### src/rtl/muldiv_pkg.sv
// muldiv_pkg: op encodings, state enum and default operand width shared by muldiv_seq
package muldiv_pkg;
    localparam int MULDIV_WIDTH = 32;
    localparam logic [1:0] OP_MULT  = 2'd0;
    localparam logic [1:0] OP_MULTU = 2'd1;
    localparam logic [1:0] OP_DIV   = 2'd2;
    localparam logic [1:0] OP_DIVU  = 2'd3;
    typedef enum logic [1:0] {IDLE, PREP, CALC, FIX} state_t;
endpackage

### src/rtl/muldiv_seq_div_step.sv
// div_step: one combinational restoring-division step on a shifted partial remainder
module div_step
    import muldiv_pkg::*;
#(
    parameter int WIDTH = MULDIV_WIDTH
) (
    input  logic [WIDTH:0]   rem,
    input  logic [WIDTH-1:0] dvsr,
    output logic [WIDTH-1:0] rem_next,
    output logic             q_bit
);
    logic [WIDTH:0] diff;
    assign diff     = rem - {1'b0, dvsr};
    assign q_bit    = ~diff[WIDTH];
    assign rem_next = q_bit ? diff[WIDTH-1:0] : rem[WIDTH-1:0];
endmodule

### src/rtl/muldiv_seq.sv
// muldiv_seq: iterative MULT/MULTU/DIV/DIVU sequencer owning HI/LO; MULDIV_FAST_MUL_EN selects a single-cycle multiply
module muldiv_seq
    import muldiv_pkg::*;
#(
    parameter int WIDTH = MULDIV_WIDTH
) (
    input  logic             clk,
    input  logic             rst_n,
    input  logic             start,
    input  logic [1:0]       op,
    input  logic [WIDTH-1:0] rs,
    input  logic [WIDTH-1:0] rt,
    input  logic             flush,
    input  logic             mthi,
    input  logic             mtlo,
    input  logic [WIDTH-1:0] wdata,
    output logic [WIDTH-1:0] hi,
    output logic [WIDTH-1:0] lo,
    output logic             busy,
    output logic             done
);
    localparam int CW = $clog2(WIDTH);
    state_t             state;
    logic [1:0]         op_r;
    logic [WIDTH-1:0]   rs_r, rt_r, sh, m;
    logic [2*WIDTH-1:0] acc, prod;
    logic [CW-1:0]      cnt;
    logic               neg_q, neg_r, is_div, is_signed, sa, sb, q_bit;
    logic [WIDTH-1:0]   mag_a, mag_b, rem_next, res_hi;
`ifdef MULDIV_FAST_MUL_EN
    logic [2*WIDTH-1:0] ext_a, ext_b;
    assign ext_a = {{WIDTH{sa}}, rs_r};
    assign ext_b = {{WIDTH{sb}}, rt_r};
`endif
    assign busy = (state != IDLE);
    always_comb begin
        is_div    = (op_r == OP_DIV) || (op_r == OP_DIVU);
        is_signed = (op_r == OP_MULT) || (op_r == OP_DIV);
        sa        = is_signed & rs_r[WIDTH-1];
        sb        = is_signed & rt_r[WIDTH-1];
        mag_a     = sa ? -rs_r : rs_r;
        mag_b     = sb ? -rt_r : rt_r;
        prod      = neg_q ? -acc : acc;
        res_hi    = is_div ? (neg_r ? -acc[2*WIDTH-1:WIDTH] : acc[2*WIDTH-1:WIDTH]) : prod[2*WIDTH-1:WIDTH];
    end
    div_step #(.WIDTH(WIDTH)) u_step (
        .rem      ({acc[2*WIDTH-1:WIDTH], sh[WIDTH-1]}),
        .dvsr     (m),
        .rem_next (rem_next),
        .q_bit    (q_bit)
    );
    always_ff @(posedge clk) begin
        if (!rst_n) begin
            state <= IDLE;
            hi    <= '0;
            lo    <= '0;
            done  <= 1'b0;
            cnt   <= '0;
        end else begin
            done <= 1'b0;
            if (flush) state <= IDLE;
            else case (state)
                IDLE: begin
                    if (mthi) hi <= wdata;
                    if (mtlo) lo <= wdata;
                    if (start) begin
                        op_r  <= op;
                        rs_r  <= rs;
                        rt_r  <= rt;
                        state <= PREP;
                    end
                end
                PREP: begin
                    neg_q <= sa ^ sb;
                    neg_r <= sa;
                    sh    <= is_div ? mag_a : mag_b;
                    m     <= is_div ? mag_b : mag_a;
                    acc   <= '0;
                    cnt   <= CW'(WIDTH - 1);
                    state <= CALC;
                    if (is_div && rt_r == '0) begin
                        lo    <= '1;
                        hi    <= rs_r;
                        done  <= 1'b1;
                        state <= IDLE;
                    end
`ifdef MULDIV_FAST_MUL_EN
                    else if (!is_div) begin
                        {hi, lo} <= ext_a * ext_b;
                        done     <= 1'b1;
                        state    <= IDLE;
                    end
`endif
                end
                CALC: begin
                    acc <= is_div ? {rem_next, acc[WIDTH-2:0], q_bit}
                                  : {acc[2*WIDTH-2:0], 1'b0} + (sh[WIDTH-1] ? {{WIDTH{1'b0}}, m} : '0);
                    sh  <= sh << 1;
                    cnt <= cnt - 1'b1;
                    if (cnt == '0) state <= FIX;
                end
                FIX: begin
                    hi    <= res_hi;
                    lo    <= prod[WIDTH-1:0];
                    done  <= 1'b1;
                    state <= IDLE;
                end
                default: state <= IDLE;
            endcase
        end
    end
endmodule

### config.mk
export PLATFORM = sky130hd
export DESIGN_NAME = muldiv_seq
export DESIGN_NICKNAME = d
export VERILOG_FILES = /design/src/rtl/muldiv_pkg.sv /design/src/rtl/muldiv_seq_div_step.sv /design/src/rtl/muldiv_seq.sv
export SDC_FILE = /design/constraint.sdc
export NUM_CORES = 1
export LEC_CHECK = 0
export ABC_CLOCK_PERIOD_IN_PS = 7010
export BUFFER_PORTS_ARGS = -buffer_cell sky130_fd_sc_hd__buf_2
export CORE_AREA = 2 2 299 183
export DETAILED_ROUTE_END_ITERATION = 12
export DIE_AREA = 0 0 301 185
export PLACE_DENSITY_LB_ADDON = 0.2
export SLEW_MARGIN = 20
export SYNTH_ARGS = -nofsm -noshare
export SYNTH_HDL_FRONTEND = slang
export SYNTH_SLANG_ARGS = --single-unit
### constraint.sdc
create_clock -name clk -period 7.01 [get_ports clk]
set_input_delay 0.3505 -clock clk [delete_from_list [all_inputs] [get_ports clk]]
set_output_delay 0.3505 -clock clk [all_outputs]
set_load 0.05 [all_outputs]
[Yosys cells after proc, flatten, opt, wreduce, memory -nomap -nowiden]
Index checks and enable logic that the tools add are counted.
Word-level totals
  bits in registers: 268
  bits in latches: 0
  RAM bits: 0
  ROM bits: 0
  bits of input ports: 104
  output and inout port bits: 66
  logic and storage cells: 79
  memories: 0
Cells by class
  $add $sub $neg: 7
  $mul: 0
  div/mod/pow operators: 0
  magnitude comparators: 0
  equality and inequality tests: 10
  shifts and indexed selects: 0
  multiplexer cells: 25
  bitwise logic cells: 6
  reductions and logical operators: 18
Operators by type and width (count)
  32-bit 2-to-1 mux: 12
  32-bit one-hot mux with 3 select lines: 2
  64-bit 2-to-1 mux: 2
  64-bit one-hot mux with 2 select lines: 1
  32-bit negation: 3
  64-bit by 32-bit adder with 64-bit output: 1
  64-bit negation: 1
  32-bit one-hot mux with 2 select lines: 1
  33-bit by 32-bit subtractor with 33-bit output: 1
  32-bit zero test: 1
  4-bit AND reduction: 3
  2-bit inequality test, second input constant: 5
  5-bit one-hot mux with 2 select lines: 1
  2-bit equality test, second input constant: 4
  2-bit one-hot mux with 4 select lines: 1
  2-bit 2-to-1 mux: 3
  3-bit AND reduction: 2
  5-bit zero test: 1
  5-bit by 1-bit subtractor with 5-bit output, second input constant: 1
  2-bit zero test: 2
  2-bit AND reduction: 2
  2-bit nonzero test: 2
  1-bit NOT: 3
  3-bit nonzero test: 1
  8 further kinds: 10

[Logic depth before layout (Yosys ltp)]
  word-level depth: 6
  mapped depth: 17
  depth with buffers taken out: 15

[Modules after synthesis]
Synthesis repeated with hierarchy kept, for this count alone.
Unflattened totals
  cell total of the unflattened synthesis: 2202
  area total of the unflattened synthesis: 19318.5 um^2
Modules (own cells, without submodules)
  muldiv_seq: times used 1, cells an instance 1897, area an instance 16960.0 um^2
  div_step: times used 1, cells an instance 305, area an instance 2358.5 um^2

[Worst setup path before layout]
Ideal clock, no wire load.
  path kind: input to register
  start: in rst_n
  end: reg acc[0] (enable)
  setup time: 551 ps
  data arrival time: 4912 ps
  data required time: 6459 ps
  setup slack: 1546 ps
  stages on the path: 4
  cells stage by stage: clkbuf_1 inv_2 clkbuf_1 nor2_1
Between the ends
  cells in the longest elaborated chain, start to end: 1
RTL lines
  from (decl): RTL line muldiv_seq.sv:8  | input logic rst_n,
  3-bit AND reduction (no line)
  to (signal assigned): RTL line muldiv_seq.sv:96  | acc <= is_div ? {rem_next, acc[WIDTH-2:0], q_bit}
  to (decl): RTL line muldiv_seq.sv:26  | logic [2*WIDTH-1:0] acc, prod;
Every way passes these cells.
A chain may end at the register's enable or synchronous reset.

[Worst setup path after layout]
  start: reg sh[31]
  end: reg acc[59], data pin
Between the ends
  cells in the longest elaborated chain, start to end: 4
  elaborated cells between the ends (all ways): 6
RTL lines
  from (decl): RTL line muldiv_seq.sv:25  | logic [WIDTH-1:0] rs_r, rt_r, sh, m;
  from (signal assigned): RTL line muldiv_seq.sv:76  | sh <= is_div ? mag_a : mag_b;
  from (signal assigned): RTL line muldiv_seq.sv:98  | sh <= sh << 1;
  32-bit 2-to-1 mux / 33-bit by 32-bit subtractor with 33-bit output (equally long branches): RTL line muldiv_seq.sv:97, muldiv_seq_div_step.sv:13
  64-bit by 32-bit adder with 64-bit output / 32-bit 2-to-1 mux (equally long branches): RTL line muldiv_seq.sv:97, muldiv_seq_div_step.sv:15
  64-bit 2-to-1 mux (*): RTL line muldiv_seq.sv:96
  64-bit one-hot mux with 2 select lines (*): RTL line muldiv_seq.sv:62  | else case (state)
Every way passes the cells marked *; elsewhere a longest branch is shown, timed or not.

==> summary.txt <==
top cell type's share of synthesized area: 32.00%
worst-case clock buffer depth: 3
Worst Tran Pin Value: 1.118 ns
Syn Inst Count: 2,148
Clock Pin Slew Worst Setup and Hold Paths: 0.07 ns
ANT nets after route: 0
final slew viol count: 0
Layout area overhead: 17.71%
Final Worst Setup Slack: 1.781 ns
Clock Latency Late Sink: 0.60 ns
DRC violations left: 0
crit path max fanout: 31
Setup Skew: 0.01801 ns
Worst Path Arrival: 5.66 ns
count leader, synth: nor2_1
global-route wire length before repair: 108,600 um
Synth area leaders: edfxtp_1, dfxtp_1, o21ai_0, ha_1, nor2_1
n_diodes: 0
CTS root buf: clkbuf_16
pre-CTS setup slack: 1.953 ns
# rows: 66
Setup crit start kind: flip-flop
# port buffers: 169
Avg Cell Area, Syn: 8.564 sq um
hold path start: wdata[23]
max_cap viols: 0
Die Span Y: 185 um
largest net degree at the start of global routing: 75
Post-synth EDFFs: 196
Chip Width: 301 um
reg2reg start: sh[31]
YS warnings: 0
Worst slew margin: 25.39%
CTS tree: built
First-pass DRT Iterations: 6
Reg2Reg Setup Slack: 1.78 ns
CTS buffer count: 29
post_cts resized: 0
Sink Count: 268
initial antenna violation count: 1
pwr dens: 190.9 mW/mm^2
DR vias: 17,940
Total Wirelength: 74,650 um
RSZ-0062 raised after global routing: false
Post-Syn Nets: 2,330
async set or reset register ratio after synthesis: 0%
critical path type: flip-flop to flip-flop
setup TNS: 0 ns
Vias/cell: 5.874
Final setup viols: 0
worst hold path type: input pin to flip-flop
critical path required time: 7.45 ns
Main synth FF type: edfxtp_1
fmax: 191.2 MHz
layout cell share with drive strength beyond 1: 12.17%
Max VDD drop: 0.0001848 V
Worst setup EP type: flip-flop
H-tree depth: 1
largest area contributor in the netlist: edfxtp_1
Reg area: 0.007327 sq mm
status: complete, no violations
FILL cells: 5,321
Die ar.: 0.05569 sq mm
Ports: 170
CP startpoint: sh[31]
Total Routing Usage GR: 26.25%
Final period util: 74.59%
Starting Density: 34.54%
leakage: 0.008158 uW
post-synthesis cell area: 0.01840 sq mm
most frequent cells after synthesis: nor2_1, nand2_1, edfxtp_1
vias in the first global route: 16,470
grt ovf: 0
synthesized flop and latch total: 268
core area: 0.05326 sq mm
Hold Violations, Final: 0
dpl hpwl: 56,910 um
sequential element share of the synthesized area: 39.83%
Netlist cell types: 76
Period minus WS final: 5.229 ns
GP Congestion: 0.9623
area of the multi-input gates: 0.01031 sq mm
Initial DRC Count: 1,981
average wire per cell in the routed design: 24.44 um
Final Net Count: 2,500
## final timing paths
| path | end | cells after the start |
|---|---|---|
| max reg2reg | acc[59] | 15 |
| min reg2reg | lo[10] | 2 |
| max | acc[59] | 15 |
| min | hi[23] | 3 |
## power by group
group          total, uW  internal [uW]  switching, uW
registers           1800           1750           51.8
logic                538            174            363
clock network       1790           1060            732
## metrics by stage
step | instance area (sq um) | hold WS (ns) | utilization (%) | total power (uW) | std cells
final | 21650 | 0.1045 | 40.65 | 4134 | 3055
after global routing | 21650 | 0.08969 | 40.65 | 4267 | 3055
after CTS | 21650 | 0.07644 | 40.64 | 4149 | 3054
after detailed placement | 19900 | 0.4455 | 37.36 | 2337 | 2934
after global placement | 19900 | 0.4431 | 37.36 | 2334 | 2934
after floorplan | 18400 | 0.4489 | - | 2157 | 2148
## cells by family (layout without fill, tap and decap cells)
| logic type | count (synthesis) | in the layout | synth area share [%] |
|---|---|---|---|
| and+or+nand+nor | 732 | 732 | 18.19 |
| AOI/OAI and AO/OA | 671 | 671 | 22.90 |
| DFF | 268 | 268 | 39.83 |
| buffers and inverters | 205 | 398 | 4.285 |
| xor gates and xnor gates | 172 | 172 | 8.189 |
| adders and majority gates | 78 | 78 | 5.387 |
| muxes | 22 | 22 | 1.224 |
## repair_timing
action,CTS,global route
endpoints found under the hold margin,66,0
setup endpoints to repair,0,0
hold buffers,66,0
buffers inserted,0,0
## per-layer routing
metal | part of all wire, % | GRT usage, % | vias to the layer above
met5 | 0 | 0 | -
met4 | 3.3 | 7.861 | 0
met3 | 11 | 6.697 | 114
met2 | 39 | 35.23 | 888
met1 | 48 | 40.30 | 8712
li1 | - | - | 8230
## layout by cell type, fill, tap and decap left out, types with 66 or more instances in the layout
cell type      instances
nor2_1               248
nand2_1              239
edfxtp_1             196
o21ai_0              195
a21oi_1              174
buf_2                169
xnor2_1               92
xor2_1                80
inv_1                 75
ha_1                  74
dfxtp_1               72
dlygate4sd3_1         66
## worst max-delay path, stage by stage (launching register included)
cell and delay, ns:
edfxtp_1 0.45, inv_1 0.84, ha_1 0.32, inv_1 0.06, fa_1 0.42, a211oi_1 0.28
o21ai_0 0.18, a41o_1 0.32, a21o_1 0.26, a22oi_1 0.37, mux2i_1 0.24, buf_4 0.24
nand2_1 0.20, nor2_1 0.55, o21ai_0 0.21, o211ai_1 0.12
## sequential cells by signal, indices dropped and copies added (netlist names), 2 cells and up, named ones only
signal	flops
acc	64
cnt	5
hi	32
lo	32
m	32
op_r	2
rs_r	32
rt_r	32
sh	32
## area by class of cell
| class | instances | area share [%] |
|---|---|---|
| inverter | 78 | 1.358 |
| multi-input combinational | 1675 | 47.63 |
| sequential | 268 | 33.84 |
| timing repair buffer | 266 | 8.032 |
| clock buffer | 30 | 3.369 |
| tap | 714 | 4.126 |
| clock inverter | 24 | 1.653 |
Note: power is estimated with default switching activity, not from simulation.
